===== src/rtl/uart_mmio_pkg.sv =====
// Shared constants and types for the memory-mapped UART.
// Holds register byte offsets, CON/STAT bit positions, the TX/RX state
// encodings and the oversampling ratio used by both serial engines.
package uart_mmio_pkg;

  // Register byte offsets from BASE_ADDR
  localparam logic [4:0] OFF_TXD  = 5'h00;
  localparam logic [4:0] OFF_RXD  = 5'h04;
  localparam logic [4:0] OFF_CON  = 5'h08;
  localparam logic [4:0] OFF_STAT = 5'h0C;
  localparam logic [4:0] OFF_DIV  = 5'h10;
  localparam logic [31:0] MAP_SIZE = 32'd20;

  // CON bits
  localparam int unsigned CON_TX_EN     = 0;
  localparam int unsigned CON_RX_EN     = 1;
  localparam int unsigned CON_RX_IRQ_EN = 2;
  localparam int unsigned CON_TX_IRQ_EN = 3;
  localparam logic [3:0]  CON_RESET     = 4'b0011;

  // STAT bits
  localparam int unsigned STAT_TX_FULL   = 0;
  localparam int unsigned STAT_TX_EMPTY  = 1;
  localparam int unsigned STAT_RX_FULL   = 2;
  localparam int unsigned STAT_RX_VALID  = 3;
  localparam int unsigned STAT_RX_OVR    = 4;
  localparam int unsigned STAT_TX_OVF    = 5;
  localparam int unsigned STAT_FRAME_ERR = 6;
  localparam int unsigned STAT_TX_BUSY   = 7;
  localparam int unsigned STAT_TX_CNT    = 8;
  localparam int unsigned STAT_RX_CNT    = 16;

  // Ticks per bit time
  localparam int unsigned OVERSAMPLE = 16;
  localparam int unsigned TICK_W     = $clog2(OVERSAMPLE);
  localparam logic [TICK_W-1:0] LAST_TICK = TICK_W'(OVERSAMPLE - 1);
  localparam logic [TICK_W-1:0] MID_TICK  = TICK_W'(OVERSAMPLE / 2 - 1);

  typedef enum logic [1:0] {TxIdle, TxStart, TxData, TxStop} tx_state_e;
  typedef enum logic [2:0] {RxIdle, RxStart, RxData, RxStop, RxBreak} rx_state_e;

endpackage


===== src/rtl/uart_sync_fifo.sv =====
// Synchronous FIFO used for the UART TX and RX queues.
// Ports: clk, reset (async, active-low), push/wdata, pop/rdata (head, valid
// when not empty), full, empty, count (0..DEPTH).
// A push while full is accepted only if a pop happens in the same cycle;
// a pop while empty is ignored.
module uart_sync_fifo #(
  parameter int unsigned WIDTH = 8,
  parameter int unsigned DEPTH = 16
) (
  input  logic                     clk,
  input  logic                     reset,
  input  logic                     push,
  input  logic [WIDTH-1:0]         wdata,
  input  logic                     pop,
  output logic [WIDTH-1:0]         rdata,
  output logic                     full,
  output logic                     empty,
  output logic [$clog2(DEPTH):0]   count
);

  localparam int unsigned PTR_W = $clog2(DEPTH);
  localparam int unsigned CNT_W = PTR_W + 1;

  logic [WIDTH-1:0] mem_q [DEPTH];
  logic [PTR_W-1:0] wptr_q, rptr_q;
  logic [CNT_W-1:0] count_q;
  logic             do_push, do_pop;

  assign empty   = (count_q == '0);
  assign full    = (count_q == CNT_W'(DEPTH));
  assign do_pop  = pop & ~empty;
  assign do_push = push & (~full | do_pop);
  assign rdata   = mem_q[rptr_q];
  assign count   = count_q;

  always_ff @(posedge clk or negedge reset) begin
    if (!reset) begin
      wptr_q  <= '0;
      rptr_q  <= '0;
      count_q <= '0;
    end else begin
      if (do_push) wptr_q <= wptr_q + 1'b1;
      if (do_pop)  rptr_q <= rptr_q + 1'b1;
      case ({do_push, do_pop})
        2'b10:   count_q <= count_q + 1'b1;
        2'b01:   count_q <= count_q - 1'b1;
        default: ;
      endcase
    end
  end

  // Storage needs no reset; pointers define what is valid.
  always_ff @(posedge clk) begin
    if (do_push) mem_q[wptr_q] <= wdata;
  end

endmodule


===== src/rtl/uart_mmio_fifo.sv =====
// Memory-mapped UART with TX/RX FIFOs, programmable baud divisor and
// 16x-oversampled receiver.
// Ports: clk, reset (async, active-low); bus rd/wr/addr/wdata, rdata
// (combinational, 0 unless a mapped register is read); uart_rx serial in
// (asynchronous), uart_tx serial out (idle high); irq level interrupt.
// Registers: TXD 0x00, RXD 0x04, CON 0x08, STAT 0x0C, DIV 0x10.
module uart_mmio_fifo
  import uart_mmio_pkg::*;
#(
  parameter logic [31:0] BASE_ADDR  = 32'h4000_0018,
  parameter int unsigned DATA_W     = 8,
  parameter int unsigned FIFO_DEPTH = 16,
  parameter int unsigned DIV_W      = 16,
  parameter int unsigned DIV_RESET  = 325
) (
  input  logic        clk,
  input  logic        reset,
  input  logic        rd,
  input  logic        wr,
  input  logic [31:0] addr,
  input  logic [31:0] wdata,
  output logic [31:0] rdata,
  input  logic        uart_rx,
  output logic        uart_tx,
  output logic        irq
);

  localparam int unsigned CNT_W = $clog2(FIFO_DEPTH) + 1;
  localparam int unsigned BIT_W = $clog2(DATA_W);
  localparam logic [BIT_W-1:0] LAST_BIT = BIT_W'(DATA_W - 1);

  // Bus decode; the low two address bits are ignored.
  logic [31:0] offs;
  logic        hit;
  logic [4:0]  reg_off;
  logic        wr_txd, rd_rxd, wr_con, wr_stat, wr_div;

  assign offs    = addr - BASE_ADDR;
  assign hit     = (offs < MAP_SIZE);
  assign reg_off = {offs[4:2], 2'b00};
  assign wr_txd  = wr & hit & (reg_off == OFF_TXD);
  assign rd_rxd  = rd & hit & (reg_off == OFF_RXD);
  assign wr_con  = wr & hit & (reg_off == OFF_CON);
  assign wr_stat = wr & hit & (reg_off == OFF_STAT);
  assign wr_div  = wr & hit & (reg_off == OFF_DIV);

  logic unused_wdata;
  assign unused_wdata = ^wdata;

  logic [3:0]       con_q;
  logic [DIV_W-1:0] div_q, div_eff, tick_cnt_q;
  logic             tick;
  logic             rx_ovr_q, tx_ovf_q, frame_err_q, irq_q;

  // FIFOs
  logic              tx_start, tx_full, tx_empty;
  logic [DATA_W-1:0] tx_head;
  logic [CNT_W-1:0]  tx_count;
  logic              rx_push, rx_full, rx_empty;
  logic [DATA_W-1:0] rx_head, rx_shift_q;
  logic [CNT_W-1:0]  rx_count;

  uart_sync_fifo #(.WIDTH(DATA_W), .DEPTH(FIFO_DEPTH)) u_tx_fifo (
    .clk   (clk),
    .reset (reset),
    .push  (wr_txd),
    .wdata (wdata[DATA_W-1:0]),
    .pop   (tx_start),
    .rdata (tx_head),
    .full  (tx_full),
    .empty (tx_empty),
    .count (tx_count)
  );

  uart_sync_fifo #(.WIDTH(DATA_W), .DEPTH(FIFO_DEPTH)) u_rx_fifo (
    .clk   (clk),
    .reset (reset),
    .push  (rx_push),
    .wdata (rx_shift_q),
    .pop   (rd_rxd),
    .rdata (rx_head),
    .full  (rx_full),
    .empty (rx_empty),
    .count (rx_count)
  );

  // Oversample tick; a divisor of 0 runs at the divide-by-1 rate.
  assign div_eff = (div_q == '0) ? DIV_W'(1) : div_q;
  assign tick    = (tick_cnt_q == div_eff - DIV_W'(1));

  // TX engine
  tx_state_e        tx_state_q;
  logic [TICK_W-1:0] tx_tick_q;
  logic [BIT_W-1:0] tx_bit_q;
  logic [DATA_W-1:0] tx_shift_q;
  logic             uart_tx_q, tx_last, tx_busy;

  assign tx_last  = (tx_tick_q == LAST_TICK);
  assign tx_busy  = (tx_state_q != TxIdle);
  // Start from IDLE, or straight out of the last stop tick so frames abut.
  assign tx_start = tick & con_q[CON_TX_EN] & ~tx_empty &
                    ((tx_state_q == TxIdle) | ((tx_state_q == TxStop) & tx_last));

  always_ff @(posedge clk or negedge reset) begin
    if (!reset) begin
      tx_state_q <= TxIdle;
      tx_tick_q  <= '0;
      tx_bit_q   <= '0;
      tx_shift_q <= '0;
      uart_tx_q  <= 1'b1;
    end else if (tick) begin
      unique case (tx_state_q)
        TxIdle: begin
          if (tx_start) begin
            tx_state_q <= TxStart;
            tx_tick_q  <= '0;
            tx_shift_q <= tx_head;
            uart_tx_q  <= 1'b0;
          end
        end
        TxStart: begin
          tx_tick_q <= tx_tick_q + 1'b1;
          if (tx_last) begin
            tx_state_q <= TxData;
            tx_bit_q   <= '0;
            uart_tx_q  <= tx_shift_q[0];
          end
        end
        TxData: begin
          tx_tick_q <= tx_tick_q + 1'b1;
          if (tx_last) begin
            if (tx_bit_q == LAST_BIT) begin
              tx_state_q <= TxStop;
              uart_tx_q  <= 1'b1;
            end else begin
              tx_bit_q   <= tx_bit_q + 1'b1;
              tx_shift_q <= tx_shift_q >> 1;
              uart_tx_q  <= tx_shift_q[1];
            end
          end
        end
        TxStop: begin
          tx_tick_q <= tx_tick_q + 1'b1;
          if (tx_last) begin
            if (tx_start) begin
              tx_state_q <= TxStart;
              tx_shift_q <= tx_head;
              uart_tx_q  <= 1'b0;
            end else begin
              tx_state_q <= TxIdle;
            end
          end
        end
      endcase
    end
  end

  assign uart_tx = uart_tx_q;

  // RX engine
  rx_state_e         rx_state_q;
  logic [TICK_W-1:0] rx_tick_q;
  logic [BIT_W-1:0]  rx_bit_q;
  logic              rx_s1_q, rx_s2_q, rx_line, rx_last, rx_stop_sample;
  logic              frame_set, rx_ovr_set, tx_ovf_set;

  assign rx_line        = rx_s2_q;
  assign rx_last        = (rx_tick_q == LAST_TICK);
  assign rx_stop_sample = tick & con_q[CON_RX_EN] & (rx_state_q == RxStop) & rx_last;
  assign rx_push        = rx_stop_sample & rx_line;
  assign frame_set      = rx_stop_sample & ~rx_line;
  // A CPU pop in the same cycle frees a slot, so that is not an overrun.
  assign rx_ovr_set     = rx_push & rx_full & ~rd_rxd;
  assign tx_ovf_set     = wr_txd & tx_full & ~tx_start;

  always_ff @(posedge clk or negedge reset) begin
    if (!reset) begin
      rx_s1_q <= 1'b1;
      rx_s2_q <= 1'b1;
    end else begin
      rx_s1_q <= uart_rx;
      rx_s2_q <= rx_s1_q;
    end
  end

  always_ff @(posedge clk or negedge reset) begin
    if (!reset) begin
      rx_state_q <= RxIdle;
      rx_tick_q  <= '0;
      rx_bit_q   <= '0;
      rx_shift_q <= '0;
    end else if (!con_q[CON_RX_EN]) begin
      rx_state_q <= RxIdle;
    end else if (tick) begin
      unique case (rx_state_q)
        RxIdle: begin
          if (!rx_line) begin
            rx_state_q <= RxStart;
            rx_tick_q  <= '0;
          end
        end
        RxStart: begin
          rx_tick_q <= rx_tick_q + 1'b1;
          if (rx_tick_q == MID_TICK) begin
            rx_tick_q  <= '0;
            rx_bit_q   <= '0;
            rx_state_q <= rx_line ? RxIdle : RxData;
          end
        end
        RxData: begin
          rx_tick_q <= rx_tick_q + 1'b1;
          if (rx_last) begin
            rx_shift_q <= {rx_line, rx_shift_q[DATA_W-1:1]};
            if (rx_bit_q == LAST_BIT) rx_state_q <= RxStop;
            else                      rx_bit_q   <= rx_bit_q + 1'b1;
          end
        end
        RxStop: begin
          rx_tick_q <= rx_tick_q + 1'b1;
          if (rx_last) rx_state_q <= rx_line ? RxIdle : RxBreak;
        end
        RxBreak: begin
          if (rx_line) rx_state_q <= RxIdle;
        end
        default: rx_state_q <= RxIdle;
      endcase
    end
  end

  // Control, divisor, sticky flags and interrupt
  always_ff @(posedge clk or negedge reset) begin
    if (!reset) begin
      con_q       <= CON_RESET;
      div_q       <= DIV_W'(DIV_RESET);
      tick_cnt_q  <= '0;
      rx_ovr_q    <= 1'b0;
      tx_ovf_q    <= 1'b0;
      frame_err_q <= 1'b0;
      irq_q       <= 1'b0;
    end else begin
      if (wr_con) con_q <= wdata[3:0];
      if (wr_div) div_q <= wdata[DIV_W-1:0];

      if (wr_div || tick) tick_cnt_q <= '0;
      else                tick_cnt_q <= tick_cnt_q + 1'b1;

      // Set takes priority over a same-cycle write-1-to-clear.
      rx_ovr_q    <= rx_ovr_set | (rx_ovr_q    & ~(wr_stat & wdata[STAT_RX_OVR]));
      tx_ovf_q    <= tx_ovf_set | (tx_ovf_q    & ~(wr_stat & wdata[STAT_TX_OVF]));
      frame_err_q <= frame_set  | (frame_err_q & ~(wr_stat & wdata[STAT_FRAME_ERR]));

      irq_q <= (con_q[CON_RX_IRQ_EN] & ~rx_empty) |
               (con_q[CON_TX_IRQ_EN] & tx_empty & ~tx_busy);
    end
  end

  assign irq = irq_q;

  // Read mux
  logic [31:0] stat;

  always_comb begin
    stat                      = '0;
    stat[STAT_TX_FULL]        = tx_full;
    stat[STAT_TX_EMPTY]       = tx_empty;
    stat[STAT_RX_FULL]        = rx_full;
    stat[STAT_RX_VALID]       = ~rx_empty;
    stat[STAT_RX_OVR]         = rx_ovr_q;
    stat[STAT_TX_OVF]         = tx_ovf_q;
    stat[STAT_FRAME_ERR]      = frame_err_q;
    stat[STAT_TX_BUSY]        = tx_busy;
    stat[STAT_TX_CNT +: 8]    = 8'(tx_count);
    stat[STAT_RX_CNT +: 8]    = 8'(rx_count);
  end

  always_comb begin
    rdata = '0;
    if (rd && hit) begin
      case (reg_off)
        OFF_RXD:  rdata = 32'(rx_head);
        OFF_CON:  rdata = 32'(con_q);
        OFF_STAT: rdata = stat;
        OFF_DIV:  rdata = 32'(div_q);
        default:  rdata = '0;
      endcase
    end
  end

endmodule


===== config.mk =====
export PLATFORM = sky130hd
export DESIGN_NAME = uart_mmio_fifo
export DESIGN_NICKNAME = d
export VERILOG_FILES = /design/src/rtl/uart_mmio_pkg.sv /design/src/rtl/uart_sync_fifo.sv /design/src/rtl/uart_mmio_fifo.sv
export SDC_FILE = /design/constraint.sdc
export NUM_CORES = 1
export LEC_CHECK = 0
export CAP_MARGIN = 20
export CORE_UTILIZATION = 34
export CTS_CLUSTER_DIAMETER = 150
export DETAILED_ROUTE_END_ITERATION = 16
export HOLD_SLACK_MARGIN = 0.1
export SETUP_SLACK_MARGIN = 0.4
export SLEW_MARGIN = 30
export SYNTH_ARGS = -nofsm -noshare
export SYNTH_HDL_FRONTEND = slang
export SYNTH_SLANG_ARGS = --single-unit

===== constraint.sdc =====
create_clock -name clk -period 12.79 [get_ports clk]
set_input_delay 1.9185 -clock clk [delete_from_list [all_inputs] [get_ports clk]]
set_output_delay 1.9185 -clock clk [all_outputs]
set_load 0.01 [all_outputs]

==> reports/qor.yml <==
placement:
  placedCellCount: 1843
  port_buffers: 73
  dpl_cell_area_mm2: 0.0184
  hpwl_mm: 27.2
  gp_congestion: 0.906
synthesis:
  synth.avg_cell_area_um2: 14.8
  yosysMostFrequentCell: "edfxtp_1"
  synth.top_cell.area_share: 0.450
  yosysWarnings: 0
  synth.area.top_cells: "edfxtp_1 (45%), dfrtp_1 (14%), mux4_2 (11%), mux2_2 (3.9%), ha_1 (2.2%)"
  synth_cell_types: 84
  ys_seq_area_frac: 0.604
  yosysTopAreaCell: "edfxtp_1"
  syn_inst: 1153
  async_reset_ff_frac: 0.289
  synth-edff-count: 256
  ys_seq_elements: 360
  synth_ff_type: "edfxtp_1"
  synth_top_cells_by_count: "edfxtp_1 (256), dfrtp_1 (95), mux4_2 (80), nor2_1 (75), mux2_2 (59)"
  synth_area_mm2: 0.0171
clocking:
  ctsHtreeMaxLevel: 2
  cts_setup_buffers: 0
  holdBufCountCts: 0
  root_buffer: "clkbuf_16"
  clkLatencyLatePin_ps: 550
  cts.repair.resized: 0
  clkSlewWorstSetupHoldPaths_ps: 50
  cts_tree: "yes"
  cts_made_buffers: 39
  cts.sinks: 360
  clk_path_buf_depth: 3
floorplan:
  start_util: 0.346
  ios: 103
  dieArea_mm2: 0.0511
  dieWidth_um: 226
  die_h_um: 226
  core_mm2: 0.0493
  rows: 81
timing:
  period_share: 0.656
  fmax_ghz: 0.119
  fin_crit_ps: 8390
  fin_tns_setup_ps: 0
  hold_violations: 0
  tightest_slew_ps: 967
  relSlewSlack: 0.354
  fin_skew_ps: 25.9
  maxSlewViolCount: 0
  grt_setup_unrepaired: "no"
  setup_violations: 0
setup_path:
  cpPeakStageDelay_ps: 700
  cpMostUsedCell: "clkdlybuf4s50_1"
  slowest_stage: "clkdlybuf4s50_1"
  worstPathRequired_ps: 10870
  end_kind: "output port"
  cp_max_fo: 18
  critical_path_class: "in -> out"
  r2r_setup_slack_ps: 7310
  crit_buf_inv: 2
  start_kind: "input pin"
  path_cells: "clkdlybuf4s50_1 -> ha_1 -> nor4_1 -> mux2_2 -> nor3_1 -> o2111ai_1 -> nor4_2 -> and2_0 -> and3_1 -> clkdlybuf4s50_1"
  crit_family: "simple AND/OR/NAND/NOR gates"
  cp.arrival_ps: 6480
final_layout:
  seq_area_mm2: 0.0103
  finalNetCount: 1321
  multiInputGateArea_mm2: 0.00638
  n_antenna_cell: 0
  final_area_mm2: 0.0197
  area_growth_pct: 15.4
  final_util: 0.400
  drive_above_1_share: 0.192
  final_cells: 1912
  fillerInstances: 4552
power:
  leakage_nw: 7.49
  ir_drop_v: 0.000107
  p_per_area_mw_per_mm2: 123
drt:
  drt-initial-drc-count: 837
  vias: 10000
  drtPass1Iterations: 5
  ant_nets: 0
  viasPerCell: 5.25
  drt_wl_total_mm: 39.4
  drc_errors: 0
  wire_per_inst_um: 20.6
grt:
  grt_max_degree: 66
  grt.overflow.total: 0
  antenna_found_initial: 0
  grt_pass1_wl_mm: 60.7
  grtUsageTotal: 0.157
  first_global_vias: 10300
min_path:
  hold_path.class: "reg -> reg"
run_status:
  status: "finished, final reports clean"
job:
  maxCapViolations: 0
flip-flops by register name (all words and copies together), names as in the netlist, 4 cells and up:
signal	cells
u_rx_fifo.mem_q	128
u_tx_fifo.mem_q	128
div_q	16
tick_cnt_q	16
rx_shift_q	8
tx_shift_q	8
u_rx_fifo.count	5
u_tx_fifo.count	5
con_q	4
rx_tick_q	4
tx_tick_q	4
u_rx_fifo.rptr_q	4
u_rx_fifo.wptr_q	4
u_tx_fifo.rptr_q	4
u_tx_fifo.wptr_q	4
cells in the final DEF (no fill, tap or decap), types with 18 or more instances in the layout:
| cell type | instances |
|---|---|
| a21oi_1 | 20 |
| mux2_2 | 59 |
| edfxtp_1 | 256 |
| xnor2_1 | 27 |
| nor2b_1 | 18 |
| nand2_1 | 36 |
| nor2_1 | 75 |
| xor2_1 | 21 |
| ha_1 | 30 |
| dfrtp_1 | 92 |
| clkbuf_16 | 40 |
| clkdlybuf4s50_1 | 72 |
| o21ai_0 | 21 |
| and3_1 | 48 |
| nand3_1 | 30 |
| mux4_2 | 80 |
| inv_1 | 30 |
stage by stage:
stage	total power [mW]	hold WS (ps)	setup slack, ps
6_report	2.42	361	4400
5_1_grt	2.50	357	4090
4_1_cts	2.45	359	4440
3_5_place_dp	1.32	361	4430
3_3_place_gp	1.32	361	4530
2_1_floorplan	1.29	345	6520
worst paths after layout:
kind	startpoint	end	depth (start not counted)
setup / recovery	addr[3]	rdata[19]	10
hold / removal	rx_s1_q$_DFF_PN1_	rx_line$_DFF_PN1_	0
setup reg to reg	div_q[11]$_DFFE_PN0P_	u_rx_fifo.count[4]$_DFFE_PN0P_	17
hold reg to reg	rx_s1_q$_DFF_PN1_	rx_line$_DFF_PN1_	0
max in group asynchronous	reset	u_rx_fifo.rptr_q[0]$_DFFE_PN0P_	2
min in group asynchronous	reset	div_q[7]$_DFFE_PN0P_	1
cell families after synthesis:
group,after synthesis,synth area share
other,1,0.000220
AOI/OAI and AO/OA,133,0.0575
xor gates and xnor gates,48,0.0246
DFF,360,0.604
and+or+nand+nor,330,0.110
buffers and inverters,94,0.0249
muxes,155,0.154
adders and majority gates,32,0.0243
metal layers:
metal | vias up | routed length, um | global-route usage | part of all wire
met5 | - | 0 | 0 | 0
li1 | 4609 | - | - | -
met2 | 203 | 19400 | 0.263 | 0.49
met1 | 5174 | 17700 | 0.207 | 0.45
met3 | 60 | 1410 | 0.0246 | 0.036
met4 | 0 | 924 | 0.0480 | 0.023
where the power goes:
group / switching (mW) / internal (mW)
clock: 0.452 / 0.675
sequential: 0.000488 / 1.25
combinational: 0.0306 / 0.0189
worst register-to-register path: cells and delay by family, from the launching register on:
| family | cells | cell delay (ps) |
|---|---|---|
| and+or+nand+nor | 9 | 2190 |
| adders and majority gates | 2 | 590 |
| DFF | 1 | 700 |
| AOI/OAI and AO/OA | 6 | 1920 |
cell type report:
class	count	share of cell area
clock buffers	49	0.0526
clock inverters	20	0.0120
inverters	30	0.00572
multi-input cells	709	0.324
flip-flops and latches	360	0.523
well taps	664	0.0422
repair buffers	80	0.0398
No activity file was read; power rests on OpenSTA's default activity.
